**src/rtl/axis_rx_pkg.sv**
```systemverilog
// Shared types and constants for the AXI-Stream packet receiver.
package axis_rx_pkg;

    localparam int AXIS_W = 32;

    localparam int ERR_SHORT = 0;
    localparam int ERR_LONG  = 1;
    localparam int ERR_DATA  = 2;

    typedef enum logic [1:0] {
        IDLE  = 2'd0,
        RECV  = 2'd1,
        DRAIN = 2'd2,
        DONE  = 2'd3
    } state_t;

endpackage

```
**src/rtl/axis_pkt_rx_if.sv**
```systemverilog
// AXI-Stream beat channel between the PS DMA (master) and the receiver (slave).
interface axis_pkt_rx_if;
    import axis_rx_pkg::*;

    logic [AXIS_W-1:0] tdata;
    logic              tvalid;
    logic              tlast;
    logic              tready;

    modport master (output tdata, output tvalid, output tlast, input tready);
    modport slave  (input tdata, input tvalid, input tlast, output tready);

endinterface

```
**src/rtl/axis_word_packer.sv**
```systemverilog
// Packs accepted 32-bit beats into OUT_WORDS-wide groups; beat 0 of a group lands in the low word.
module axis_word_packer
    import axis_rx_pkg::*;
#(
    parameter int OUT_WORDS = 8
) (
    input  logic                        clk,
    input  logic                        rst,
    input  logic                        beat,
    input  logic                        restart,
    input  logic [AXIS_W-1:0]           data,
    output logic [AXIS_W*OUT_WORDS-1:0] out_data,
    output logic                        out_valid
);

    localparam int SW = (OUT_WORDS > 1) ? $clog2(OUT_WORDS) : 1;

    logic [SW-1:0]                      slot;
    logic [OUT_WORDS-1:0][AXIS_W-1:0]   shift_q;
    logic [OUT_WORDS-1:0][AXIS_W-1:0]   shift_d;
    logic                               last_slot;

    assign last_slot = (slot == SW'(OUT_WORDS - 1));

    // New beats enter at the top so that after a full group the first beat sits in word 0.
    always_comb begin
        shift_d = shift_q;
        for (int i = 0; i < OUT_WORDS - 1; i++) begin
            shift_d[i] = shift_q[i + 1];
        end
        shift_d[OUT_WORDS-1] = data;
    end

    always_ff @(posedge clk) begin
        if (rst) begin
            slot      <= '0;
            shift_q   <= '0;
            out_data  <= '0;
            out_valid <= 1'b0;
        end else begin
            out_valid <= 1'b0;
            if (restart) begin
                slot <= '0;
            end else if (beat) begin
                shift_q <= shift_d;
                slot    <= last_slot ? '0 : slot + 1'b1;
                if (last_slot) begin
                    out_data  <= shift_d;
                    out_valid <= 1'b1;
                end
            end
        end
    end

endmodule

```
**src/rtl/axis_pkt_rx.sv**
```systemverilog
// AXI-Stream packet receiver: length and incrementing-pattern checks, beat packing, statistics.
//   state | meaning
//   IDLE  | not accepting; waits for start
//   RECV  | accepting, checking and packing beats of the current packet
//   DRAIN | packet overran PKT_LEN; discard beats up to tlast
//   DONE  | one cycle; counts the packet and issues pkt_done
module axis_pkt_rx
    import axis_rx_pkg::*;
#(
    parameter int PKT_LEN   = 256,
    parameter int OUT_WORDS = 8
) (
    input  logic                        clk,
    input  logic                        rst,
    input  logic                        start,
    input  logic                        clr,
    axis_pkt_rx_if.slave                M_AXIS,
    output logic [AXIS_W*OUT_WORDS-1:0] out_data,
    output logic                        out_valid,
    output logic                        pkt_done,
    output logic [31:0]                 pkt_cnt,
    output logic [31:0]                 err_cnt,
    output logic [2:0]                  err_flags,
    output logic                        busy
);

    state_t             state_q, state_d;
    logic [15:0]        beat_idx;
    logic               pkt_err;
    logic               seeded;
    logic [AXIS_W-1:0]  exp_data;
    logic               tready_q;

    logic               beat_acc, recv_beat, at_end;
    logic               set_short, set_long, set_data;
    logic               inc_good, inc_bad;
    logic [2:0]         new_err;

    assign M_AXIS.tready = tready_q;
    assign beat_acc  = M_AXIS.tvalid && tready_q;
    assign recv_beat = beat_acc && (state_q == RECV);
    assign at_end    = (beat_idx == 16'(PKT_LEN - 1));
    assign busy      = (state_q == RECV) || (state_q == DRAIN);

    assign set_short = recv_beat && M_AXIS.tlast && !at_end;
    assign set_long  = recv_beat && !M_AXIS.tlast && at_end;
    assign set_data  = recv_beat && seeded && (M_AXIS.tdata != exp_data);
    assign inc_good  = (state_q == DONE) && !pkt_err;
    assign inc_bad   = (state_q == DONE) && pkt_err;

    always_comb begin
        new_err            = '0;
        new_err[ERR_SHORT] = set_short;
        new_err[ERR_LONG]  = set_long;
        new_err[ERR_DATA]  = set_data;
    end

    always_ff @(posedge clk) begin
        if (rst) state_q <= IDLE;
        else     state_q <= state_d;
    end

    always_comb begin
        state_d = state_q;
        case (state_q)
            IDLE:    if (start) state_d = RECV;
            RECV:    if (recv_beat && (M_AXIS.tlast || at_end))
                         state_d = M_AXIS.tlast ? DONE : DRAIN;
            DRAIN:   if (beat_acc && M_AXIS.tlast) state_d = DONE;
            DONE:    state_d = start ? RECV : IDLE;
            default: state_d = IDLE;
        endcase
    end

    always_ff @(posedge clk) begin
        if (rst) begin
            tready_q  <= 1'b0;
            pkt_done  <= 1'b0;
            beat_idx  <= '0;
            pkt_err   <= 1'b0;
            seeded    <= 1'b0;
            exp_data  <= '0;
            pkt_cnt   <= '0;
            err_cnt   <= '0;
            err_flags <= '0;
        end else begin
            // tready follows the next state so it is a pure register, never a function of tvalid.
            tready_q <= (state_d == RECV) || (state_d == DRAIN);
            pkt_done <= (state_q == DONE);

            if (state_q == IDLE || state_q == DONE) begin
                beat_idx <= '0;
                pkt_err  <= 1'b0;
            end else if (recv_beat) begin
                beat_idx <= beat_idx + 16'd1;
                if (|new_err) pkt_err <= 1'b1;
            end

            if (clr)            seeded <= 1'b0;
            else if (recv_beat) seeded <= 1'b1;
            if (recv_beat) exp_data <= M_AXIS.tdata + 32'd1;

            err_flags <= (clr ? 3'b000 : err_flags) | new_err;

            if (clr)                                   pkt_cnt <= {31'd0, inc_good};
            else if (inc_good && pkt_cnt != '1)        pkt_cnt <= pkt_cnt + 32'd1;
            if (clr)                                   err_cnt <= {31'd0, inc_bad};
            else if (inc_bad && err_cnt != '1)         err_cnt <= err_cnt + 32'd1;
        end
    end

    axis_word_packer #(.OUT_WORDS(OUT_WORDS)) u_packer (
        .clk       (clk),
        .rst       (rst),
        .beat      (recv_beat),
        .restart   (state_q == IDLE || state_q == DONE),
        .data      (M_AXIS.tdata),
        .out_data  (out_data),
        .out_valid (out_valid)
    );

endmodule

```
**src/flat_wrapper.sv**
```systemverilog
// flat-port wrapper written by rule: the top's interface ports become plain ports
module axis_pkt_rx_flat import axis_rx_pkg::*;
#(
    parameter int PKT_LEN   = 256,
    parameter int OUT_WORDS = 8
)
  (clk, rst, start, clr, out_data, out_valid, pkt_done, pkt_cnt, err_cnt, err_flags, busy, M_AXIS_tdata, M_AXIS_tvalid, M_AXIS_tlast, M_AXIS_tready);
  axis_pkt_rx_if M_AXIS_i ();
  input  logic clk;
  input  logic rst;
  input  logic start;
  input  logic clr;
  output logic [AXIS_W*OUT_WORDS-1:0] out_data;
  output logic out_valid;
  output logic pkt_done;
  output logic [31:0] pkt_cnt;
  output logic [31:0] err_cnt;
  output logic [2:0] err_flags;
  output logic busy;
  input wire logic [$bits(M_AXIS_i.tdata)-1:0] M_AXIS_tdata;
  input wire logic [$bits(M_AXIS_i.tvalid)-1:0] M_AXIS_tvalid;
  input wire logic [$bits(M_AXIS_i.tlast)-1:0] M_AXIS_tlast;
  output wire logic [$bits(M_AXIS_i.tready)-1:0] M_AXIS_tready;
  assign M_AXIS_i.tdata = M_AXIS_tdata;
  assign M_AXIS_i.tvalid = M_AXIS_tvalid;
  assign M_AXIS_i.tlast = M_AXIS_tlast;
  assign M_AXIS_tready = M_AXIS_i.tready;
  axis_pkt_rx #(.PKT_LEN(PKT_LEN), .OUT_WORDS(OUT_WORDS)) u_core (.clk(clk), .rst(rst), .start(start), .clr(clr), .M_AXIS(M_AXIS_i), .out_data(out_data), .out_valid(out_valid), .pkt_done(pkt_done), .pkt_cnt(pkt_cnt), .err_cnt(err_cnt), .err_flags(err_flags), .busy(busy));
endmodule
```
**config.mk**
```make
export PLATFORM = sky130hd
export DESIGN_NAME = axis_pkt_rx_flat
export DESIGN_NICKNAME = d
export VERILOG_FILES = /design/src/rtl/axis_rx_pkg.sv /design/src/rtl/axis_pkt_rx_if.sv /design/src/rtl/axis_word_packer.sv /design/src/rtl/axis_pkt_rx.sv /design/src/flat_wrapper.sv
export SDC_FILE = /design/constraint.sdc
export NUM_CORES = 1
export LEC_CHECK = 0
export ABC_CLOCK_PERIOD_IN_PS = 2500
export BUFFER_PORTS_ARGS = -buffer_cell sky130_fd_sc_hd__buf_4
export CORE_ASPECT_RATIO = 1.4
export CORE_MARGIN = 2
export CORE_UTILIZATION = 56
export CTS_CLUSTER_DIAMETER = 150
export DETAILED_ROUTE_END_ITERATION = 8
export PLACE_DENSITY = 0.79
export SYNTH_ARGS = -nofsm -noshare
export SYNTH_HDL_FRONTEND = slang
export SYNTH_SLANG_ARGS = --single-unit
```
**constraint.sdc**
```tcl
create_clock -name clk -period 2.5 [get_ports clk]
set_input_delay 0.5 -clock clk [delete_from_list [all_inputs] [get_ports clk]]
set_output_delay 0.5 -clock clk [all_outputs]
set_load 0.005 [all_outputs]
```
==> results of run 1 <==
[kinds of logic after synthesis]
| group | Yosys count | share of synthesized area |
|---|---|---|
| compound gates | 654 | 0.152 |
| simple gates | 1311 | 0.243 |
| xor+xnor | 84 | 0.0318 |
| fa+ha+maj | 10 | 0.00541 |
| mux | 4 | 0.00173 |
| buf+inv | 237 | 0.0427 |
| flops | 605 | 0.524 |
[layer usage]
| metal | part of all wire | wire length, µm |
|---|---|---|
| met3 | 0.054 | 3460 |
| met1 | 0.40 | 25600 |
| met2 | 0.49 | 31400 |
| met5 | 0 | 0 |
| met4 | 0.062 | 3960 |
[final cells by class]
cell class	instances	area (µm²)
Multi-Input combinational cell	2063	10000
Clock inverter	23	317
Tap cell	540	676
Inverter	21	78.8
Clock buffer	79	1670
Sequential cell	605	12100
Fill cell	3374	12800
Timing Repair Buffer	403	3250
[cells in the final DEF (no fill, tap or decap), types with 11 or more instances in the layout]
cell type and n:
nand2_1 1008, dfxtp_1 605, a21oi_1 536, buf_4 385, nor2_1 75, clkbuf_16 55
xor2_1 43, nand3_1 42, xnor2_1 41, o21ai_0 39, or3_1 38, nand4_1 30
a211oi_1 28, inv_1 21, and3_1 20, clkbuf_8 20, and4_1 19, nor4_1 18
buf_12 17, nor3_1 13, clkinv_2 11
[worst min-delay path by stage]
| stage | endpoint | slack [ns] |
|---|---|---|
| after global placement | u_core.u_packer.out_data[5] | 0.44 |
| after detailed placement | u_core.u_packer.out_data[17] | 0.44 |
| after CTS | u_core.u_packer.out_data[230] | 0.18 |
| final | u_core.u_packer.out_data[230] | 0.20 |
| after floorplan | u_core.u_packer.out_data[0] | 0.43 |
| after global routing | u_core.u_packer.out_data[238] | 0.20 |
[worst min-delay path, stage by stage]
cell and delay, ns:
buf_4 0.14, nand2_1 0.05, a21oi_1 0.05
[state kept, by name, indices dropped and copies added (netlist names), 2 cells and up]
signal	count
u_core.err_flags	3
u_core.beat_idx	16
u_core.pkt_cnt	32
u_core.u_packer.shift_d	224
u_core.u_packer.out_data	256
u_core.u_packer.slot	3
u_core.exp_data	32
u_core.state_q	2
u_core.err_cnt	32
[power groups by stage]
stage                     clock network [mW]  logic [mW]  registers (mW)
after floorplan                            0       0.398            9.92
after global placement                     0       0.590            9.93
after detailed placement                   0       0.600            9.93
after CTS                               9.12       0.603            9.71
after global routing                    9.51       0.663            9.71
final                                   9.02       0.607            9.71
==> results.json, run 1 <==
{
  "status": "completed",
  "netlist_area_um2": 23100,
  "worst_slack_ns": 0.306,
  "cts_root_buf": "clkbuf_16",
  "hold_depth": 3,
  "die_area_um2": 42900,
  "ys_top_cells_by_count": "nand2_1, dfxtp_1, a21oi_1",
  "cts_resized": 0,
  "worst_hold_path_type": "input pin to flop",
  "powerDensity_nw_per_um2": 688,
  "final_core_util": 0.687,
  "total_power_mw": 19.3,
  "busiest_layer": "met2",
  "row_count": 88,
  "synth_flop_cell": "dfxtp_1",
  "drc": 0,
  "ant_nets": 0,
  "synthArstFlopShare": 0,
  "r2r_end": "u_core.pkt_cnt[29]",
  "met2_usage": 0.489,
  "dp_slack_ns": 0.326,
  "drt_iter0_markers": 1714,
  "p_switching_mw": 4.13,
  "synth.most_common_cell": "nand2_1",
  "max_clock_freq_mhz": 456,
  "antennaDiodeCount": 0,
  "cts_max_path_buffers": 3,
  "avgSynthCellArea_um2": 7.95,
  "gr-usage-met1": 0.358,
  "fin_cells": 3734,
  "start_util": 0.564,
  "setup-tns-final_ns": 0,
  "die_w_um": 176,
  "swShare": 0.213,
  "final_layout_size_suffix_gt1_frac": 0.166,
  "crit_path_start": "u_core.state_q[0]",
  "clkLatencyLatePin_ns": 0.60,
  "syn_nets": 2953,
  "max_stage_delay_ns": 0.45,
  "dp.cells": 3632,
  "crit_end": "busy",
  "cts_made_buffers": 54,
  "port_buffers": 364,
  "path_clk_slew_ns": 0.06,
  "io_pins": 365,
  "r2r_slack_ns": 0.31,
  "maxSlewHeadroom": 0.388,
  "core-area_um2": 41000,
  "yosys_warnings": 0,
  "fin_area_um2": 28100,
  "synth_area_leaders": "dfxtp_1, nand2_1, a21oi_1, clkbuf_1, xor2_1",
  "h-tree-depth": 2,
  "crit_family": "adder cells",
  "die_y_um": 244,
  "vdd_drop_max_uv": 640,
  "cp.depth": 3,
  "synthCells": 2905,
  "placed_area_um2": 26100,
  "finClkSkew_ns": 0.0184,
  "vias": 20950,
  "wl_um": 64400,
  "area_growth_pct": 21.7,
  "grt_pass1_wl_um": 101000,
  "required_ns": 2.00,
  "power_frac_comb": 0.031,
  "layout.nets": 3196,
  "yosysTopAreaCell": "dfxtp_1",
  "slew_viol_final": 0,
  "path_max_fanout": 5,
  "synth_edf_count": 0,
  "finalCritPeriodShare": 0.878,
  "grt_max_degree": 213,
  "synth_seq_cells": 605,
  "wl_per_cell_um": 17.3,
  "crit_type": "flop to primary output",
  "crit_path_end_kind": "primary output",
  "cts_tree": "done",
  "r2r-start": "u_core.state_q[0]",
  "viasPerCell": 5.61,
  "ys_types": 60,
  "globalRouteOverflowTotal": 0,
  "arrival_ns": 1.69,
  "pwr-share-seq": 0.502,
  "internal_power_mw": 15.2,
  "ys_seq_area_frac": 0.524,
  "yosys.area.top_type_share": 0.524,
  "whs_ns": 0.201,
  "r2r_cells": 6,
  "worst_pin_slew_ns": 0.918,
  "fin_crit_ns": 2.19,
  "numClockSinks": 605,
  "drtPass1Iterations": 7,
  "setup_viol": 0,
  "grtUsageTotal": 0.289,
  "hold_violations": 0,
  "p_leak_nw": 10.0,
  "cp_num_buf_inv": 2,
  "crit_slowest_cell": "ha_1",
  "clockPowerShare": 0.466,
  "maxCapViolations": 0,
  "postCtsHoldBufs": 0,
  "cp_cell_sequence": "inv_1 -> ha_1 -> buf_4",
  "grt_pass1_vias": 19535,
  "gp_congestion": 0.917,
  "cts_setup_buffers": 0,
  "min-delay-start": "M_AXIS_tdata[6]",
  "rsz0062_at_grt": "no",
  "dp_hpwl_um": 44200,
  "antenna_found_initial": 0,
  "startpoint_type": "flop",
  "grt_use_met3": 0.0333
}
No activity file was read; power rests on OpenSTA's default activity.
==> inputs of run 2 (changes only) <==
--- a/config.mk
+++ b/config.mk
@@ -15,4 +15,5 @@
 export PLACE_DENSITY = 0.79
 export SYNTH_ARGS = -nofsm -noshare
 export SYNTH_HDL_FRONTEND = slang
+export SYNTH_HIERARCHICAL = 1
 export SYNTH_SLANG_ARGS = --single-unit
==> run 2 against run 1 <==
Effect of this change:
- critical path depth increased by 4
- maximum frequency is 8.9% lower
- die area is 0.50% higher
- synthesized area up 0.51%
- critical endpoint is now u_core/err_cnt[15]
- cell count grew 0.59%
- via count about the same
- design area decreased by 0.36%
- clock power is 5.0% lower
- wire length down 2.5%
- sequential cell count stayed put
- first-iteration DRC count down 1.3%
- worst setup slack got worse by 0.21 ns
==> results.json, run 2 <==
{
  "numClockSinks": 605,
  "r2r_slack_ns": 0.09,
  "ant_nets": 0,
  "layout.nets": 3221,
  "drt_iter0_markers": 1691,
  "synthCells": 2893,
  "wl_um": 62800,
  "ys_types": 55,
  "globalRouteOverflowTotal": 0,
  "grtUsageTotal": 0.279,
  "synth_area_leaders": "dfxtp_1, nand2_1, a21oi_1, xor2_1, xnor2_1",
  "viasPerCell": 5.58,
  "placed_area_um2": 26200,
  "start_util": 0.566,
  "die_y_um": 245,
  "port_buffers": 364,
  "postCtsHoldBufs": 0,
  "grt_pass1_wl_um": 98400,
  "crit_type": "flop to flop",
  "core-area_um2": 41100,
  "vdd_drop_max_uv": 601,
  "finalCritPeriodShare": 0.963,
  "worst_hold_path_type": "input pin to flop",
  "die_area_um2": 43100,
  "gp_congestion": 0.926,
  "grt_max_degree": 240,
  "grt_pass1_vias": 19221,
  "netlist_area_um2": 23200,
  "dp.cells": 3658,
  "yosys.area.top_type_share": 0.521,
  "io_pins": 365,
  "p_leak_nw": 9.99,
  "maxSlewHeadroom": 0.305,
  "yosysTopAreaCell": "dfxtp_1",
  "cts_root_buf": "clkbuf_16",
  "powerDensity_nw_per_um2": 669,
  "cts_resized": 0,
  "h-tree-depth": 2,
  "status": "completed",
  "r2r_end": "u_core/err_cnt[15]",
  "synth.most_common_cell": "nand2_1",
  "hold_depth": 2,
  "layout_common_cells": "nand2_1, dfxtp_1, a21oi_1",
  "cts_max_path_buffers": 3,
  "crit_path_end_kind": "flop",
  "setup_viol": 0,
  "area_growth_pct": 20.7,
  "largest_register_ffs": 256,
  "antennaDiodeCount": 0,
  "path_max_fanout": 6,
  "die_w_um": 176,
  "dp_hpwl_um": 42800,
  "fin_area_um2": 28000,
  "final_core_util": 0.682,
  "rsz0062_at_grt": "no",
  "hold_violations": 0,
  "max_flop_register": "u_core/u_packer/out_data",
  "final_common_cell": "nand2_1",
  "syn_nets": 2941,
  "fin_cells": 3756,
  "vias": 20946,
  "worst_pin_slew_ns": 1.04,
  "finClkSkew_ns": 0.0155,
  "ys_top_cells_by_count": "nand2_1, dfxtp_1, a21oi_1",
  "crit_path_start": "u_core/state_q[0]",
  "max_clock_freq_mhz": 415,
  "arrival_ns": 2.91,
  "r2r_cells": 7,
  "dp_slack_ns": 0.0822,
  "cts_setup_buffers": 0,
  "fin_crit_ns": 2.41,
  "setup-tns-final_ns": 0,
  "worst_slack_ns": 0.0920,
  "antenna_found_initial": 0,
  "cts_tree": "done",
  "path_clk_slew_ns": 0.07,
  "r2r-start": "u_core/state_q[0]",
  "drtPass1Iterations": 6,
  "drc": 0,
  "synth_edf_count": 0,
  "synth_flop_cell": "dfxtp_1",
  "synthArstFlopShare": 0,
  "slew_viol_final": 0,
  "maxCapViolations": 0,
  "clkLatencyLatePin_ns": 0.59,
  "yosys_warnings": 6,
  "wl_per_cell_um": 16.7,
  "crit_end": "u_core/err_cnt[15]",
  "ys_seq_area_frac": 0.521,
  "row_count": 88,
  "required_ns": 3.00,
  "final_layout_size_suffix_gt1_frac": 0.162,
  "startpoint_type": "flop",
  "cts_made_buffers": 53,
  "synth_seq_cells": 605,
  "avgSynthCellArea_um2": 8.03
}
==> run 2: changes by cell type after synthesis, moves of 11 or more <==
| cell | change |
|---|---|
| clkbuf_1 | -54 |
| buf_4 | +45 |
| buf_6 | +22 |
| buf_1 | -16 |
| buf_2 | -16 |
| or4_1 | +15 |
| nand2_1 | +11 |
==> run 2: cells by family (layout without fill, tap and decap cells) <==
family / Yosys count / after routing / synth area share
and+or+nand+nor: 1309 / 1309 / 0.235
adders and majority gates: 10 / 10 / 0.00539
DFF: 605 / 605 / 0.521
xor gates and xnor gates: 93 / 93 / 0.0351
muxes: 4 / 4 / 0.00172
buffers and inverters: 219 / 542 / 0.0526
AOI/OAI and AO/OA: 653 / 653 / 0.149
==> run 2: critical path, cell delays in order (launching register included) <==
cell and delay (ns):
dfxtp_1 0.39, ha_2 0.24, nand4_1 0.12, or4_1 0.45, buf_4 0.18, or2_2 0.31
or4_1 0.47, a21oi_1 0.16
==> run 2: worst min path at each step <==
stage / from / slack, ns / to
floorplan: u_core/u_packer/shift_d[0] / 0.43 / u_core/u_packer/out_data[0]
global placement: u_core/u_packer/shift_d[15] / 0.44 / u_core/u_packer/out_data[15]
detailed placement: u_core/u_packer/shift_d[29] / 0.44 / u_core/u_packer/out_data[29]
CTS: M_AXIS_tdata[0] / 0.15 / u_core/exp_data[0]
global route: M_AXIS_tdata[0] / 0.15 / u_core/exp_data[0]
finish: rst / 0.17 / u_core/u_packer/out_data[223]
==> run 2: stage by stage <==
stage                     hold slack (ns)  power (mW)
after global placement              0.438        10.4
after floorplan                     0.432        10.2
final                               0.170        18.7
after global routing                0.151        19.3
after detailed placement            0.444        10.4
after CTS                           0.147        18.9
==> run 2: layer usage <==
| metal | share of wire | routed length, µm | GRT usage |
|---|---|---|---|
| met5 | 0 | 0 | 0 |
| met4 | 0.046 | 2880 | 0.126 |
| met3 | 0.056 | 3510 | 0.0378 |
| met2 | 0.50 | 31400 | 0.483 |
| met1 | 0.40 | 25100 | 0.344 |
==> run 2: final cells by class <==
cell class	instances	area (µm²)
Clock buffer	85	1660
Sequential cell	605	12100
Multi-Input combinational cell	2069	9920
Clock inverter	13	200
Inverter	24	90.1
Fill cell	3395	13000
Timing Repair Buffer	420	3370
Tap cell	540	676
==> run 2: power breakdown <==
group	switching [mW]	internal (mW)
logic	0.349	0.144
registers	0.0198	9.66
clock network	3.53	5.04
==> inputs of run 3 (changes only) <==
--- a/config.mk
+++ b/config.mk
@@ -8,7 +8,7 @@
 export ABC_CLOCK_PERIOD_IN_PS = 2500
 export BUFFER_PORTS_ARGS = -buffer_cell sky130_fd_sc_hd__buf_4
 export CORE_ASPECT_RATIO = 1.4
-export CORE_MARGIN = 2
+export CORE_MARGIN = 1
 export CORE_UTILIZATION = 56
 export CTS_CLUSTER_DIAMETER = 150
 export DETAILED_ROUTE_END_ITERATION = 8
==> run 3 against run 2 <==
Effect of this change:
- design area increased by 0.72%
- clock skew increased by 0.010 ns
- clock power increased by 2.7%
- largest power group unchanged
- critical endpoint is now u_core/err_cnt[17]
- highest routed layer unchanged
==> results.json, run 3 (synthesized netlist as in run 2, its figures left out) <==
{
  "globalRouteOverflowTotal": 0,
  "numClockSinks": 605,
  "layout.nets": 3230,
  "die_area_um2": 42300,
  "max_flop_register": "u_core/u_packer/out_data",
  "cts_root_buf": "clkbuf_16",
  "port_buffers": 364,
  "finalCritPeriodShare": 0.965,
  "h-tree-depth": 2,
  "power_frac_comb": 0.026,
  "final_core_util": 0.695,
  "hold_violations": 0,
  "layout_common_cells": "nand2_1, dfxtp_1, a21oi_1",
  "io_pins": 365,
  "die_y_um": 243,
  "p_switching_mw": 3.98,
  "required_ns": 3.01,
  "pwr-share-seq": 0.510,
  "viasPerCell": 5.58,
  "final_common_cell": "nand2_1",
  "crit_path_start": "u_core/state_q[1]",
  "crit_type": "flop to flop",
  "status": "completed",
  "arrival_ns": 2.92,
  "path_max_fanout": 6,
  "whs_ns": 0.149,
  "drc": 0,
  "wl_per_cell_um": 16.7,
  "area_growth_pct": 21.5,
  "crit_path_end_kind": "flop",
  "setup_viol": 0,
  "worst_hold_path_type": "input pin to flop",
  "dp.cells": 3660,
  "max_clock_freq_mhz": 415,
  "r2r_cells": 7,
  "drtPass1Iterations": 5,
  "cts_tree": "done",
  "internal_power_mw": 15.0,
  "drt_iter0_markers": 1783,
  "slew_viol_final": 0,
  "gp_congestion": 0.914,
  "start_util": 0.572,
  "dp_slack_ns": 0.0577,
  "crit_end": "u_core/err_cnt[17]",
  "vdd_drop_max_uv": 532,
  "core-area_um2": 40600,
  "maxSlewHeadroom": 0.167,
  "startpoint_type": "flop",
  "rsz0062_at_grt": "no",
  "p_leak_nw": 10.1,
  "cts_max_path_buffers": 3,
  "die_w_um": 174,
  "clkLatencyLatePin_ns": 0.59,
  "final_layout_size_suffix_gt1_frac": 0.166,
  "dp_hpwl_um": 42500,
  "fin_cells": 3758,
  "r2r_end": "u_core/err_cnt[17]",
  "cts_resized": 0,
  "antenna_found_initial": 0,
  "postCtsHoldBufs": 0,
  "powerDensity_nw_per_um2": 672,
  "grt_max_degree": 260,
  "setup-tns-final_ns": 0,
  "grt_pass1_wl_um": 100000,
  "wl_um": 62800,
  "largest_register_ffs": 256,
  "swShare": 0.210,
  "clockPowerShare": 0.464,
  "cts_made_buffers": 54,
  "fin_crit_ns": 2.41,
  "antennaDiodeCount": 0,
  "maxCapViolations": 0,
  "cts_setup_buffers": 0,
  "path_clk_slew_ns": 0.07,
  "row_count": 87,
  "grtUsageTotal": 0.288,
  "n_fill_cell": 3269,
  "worst_slack_ns": 0.0880,
  "finClkSkew_ns": 0.0255,
  "ant_nets": 0,
  "r2r-start": "u_core/state_q[1]",
  "vias": 20962,
  "r2r_slack_ns": 0.09,
  "worst_pin_slew_ns": 1.25,
  "grt_pass1_vias": 19796
}
==> run 3: metal layers <==
metal / vias up / track usage / part of all wire
li1: 10200 / - / -
met2: 781 / 0.500 / 0.50
met3: 157 / 0.0374 / 0.061
met5: - / 0 / 0
met1: 9824 / 0.354 / 0.39
met4: 0 / 0.129 / 0.046
==> run 3: worst max-delay path, stage by stage, from the launching register on <==
cell	delay [ns]
dfxtp_1	0.41
ha_4	0.19
nand4_1	0.12
or4_1	0.47
buf_4	0.19
or2_2	0.31
or4_1	0.49
a21oi_1	0.15
==> run 3: layout make-up <==
type	count	area (µm²)	area share
Timing Repair Buffer	428	3510	0.124
Inverter	24	90.1	0.00319
Clock buffer	73	1550	0.0550
Tap cell	534	668	0.0237
Multi-Input combinational cell	2069	9930	0.352
Sequential cell	605	12100	0.429
Clock inverter	25	363	0.0129
==> run 3: power by group through the flow <==
stage / clock [mW] / combinational (mW) / sequential, mW
after floorplan: 0 / 0.291 / 9.89
after detailed placement: 0 / 0.485 / 9.90
after CTS: 8.94 / 0.488 / 9.68
after global routing: 9.35 / 0.536 / 9.68
final: 8.80 / 0.496 / 9.68
after global placement: 0 / 0.475 / 9.90
==> run 3: per-stage QoR <==
step / cell area [µm²] / total power [mW]
after CTS: 28200 / 19.1
after global placement: 26300 / 10.4
after floorplan: 23200 / 10.2
after global routing: 28200 / 19.6
after detailed placement: 26300 / 10.4
final: 28200 / 19.0
==> run 3: how the worst min path moves through the flow <==
stage / cells past startpoint / from / to
finish: 2 / rst / u_core/pkt_cnt[0]
global route: 2 / rst / u_core/err_flags[1]
CTS: 2 / rst / u_core/pkt_cnt[0]
detailed placement: 2 / u_core/u_packer/shift_d[16] / u_core/u_packer/out_data[16]
global placement: 2 / u_core/u_packer/shift_d[16] / u_core/u_packer/out_data[16]
floorplan: 2 / u_core/u_packer/shift_d[0] / u_core/u_packer/out_data[0]
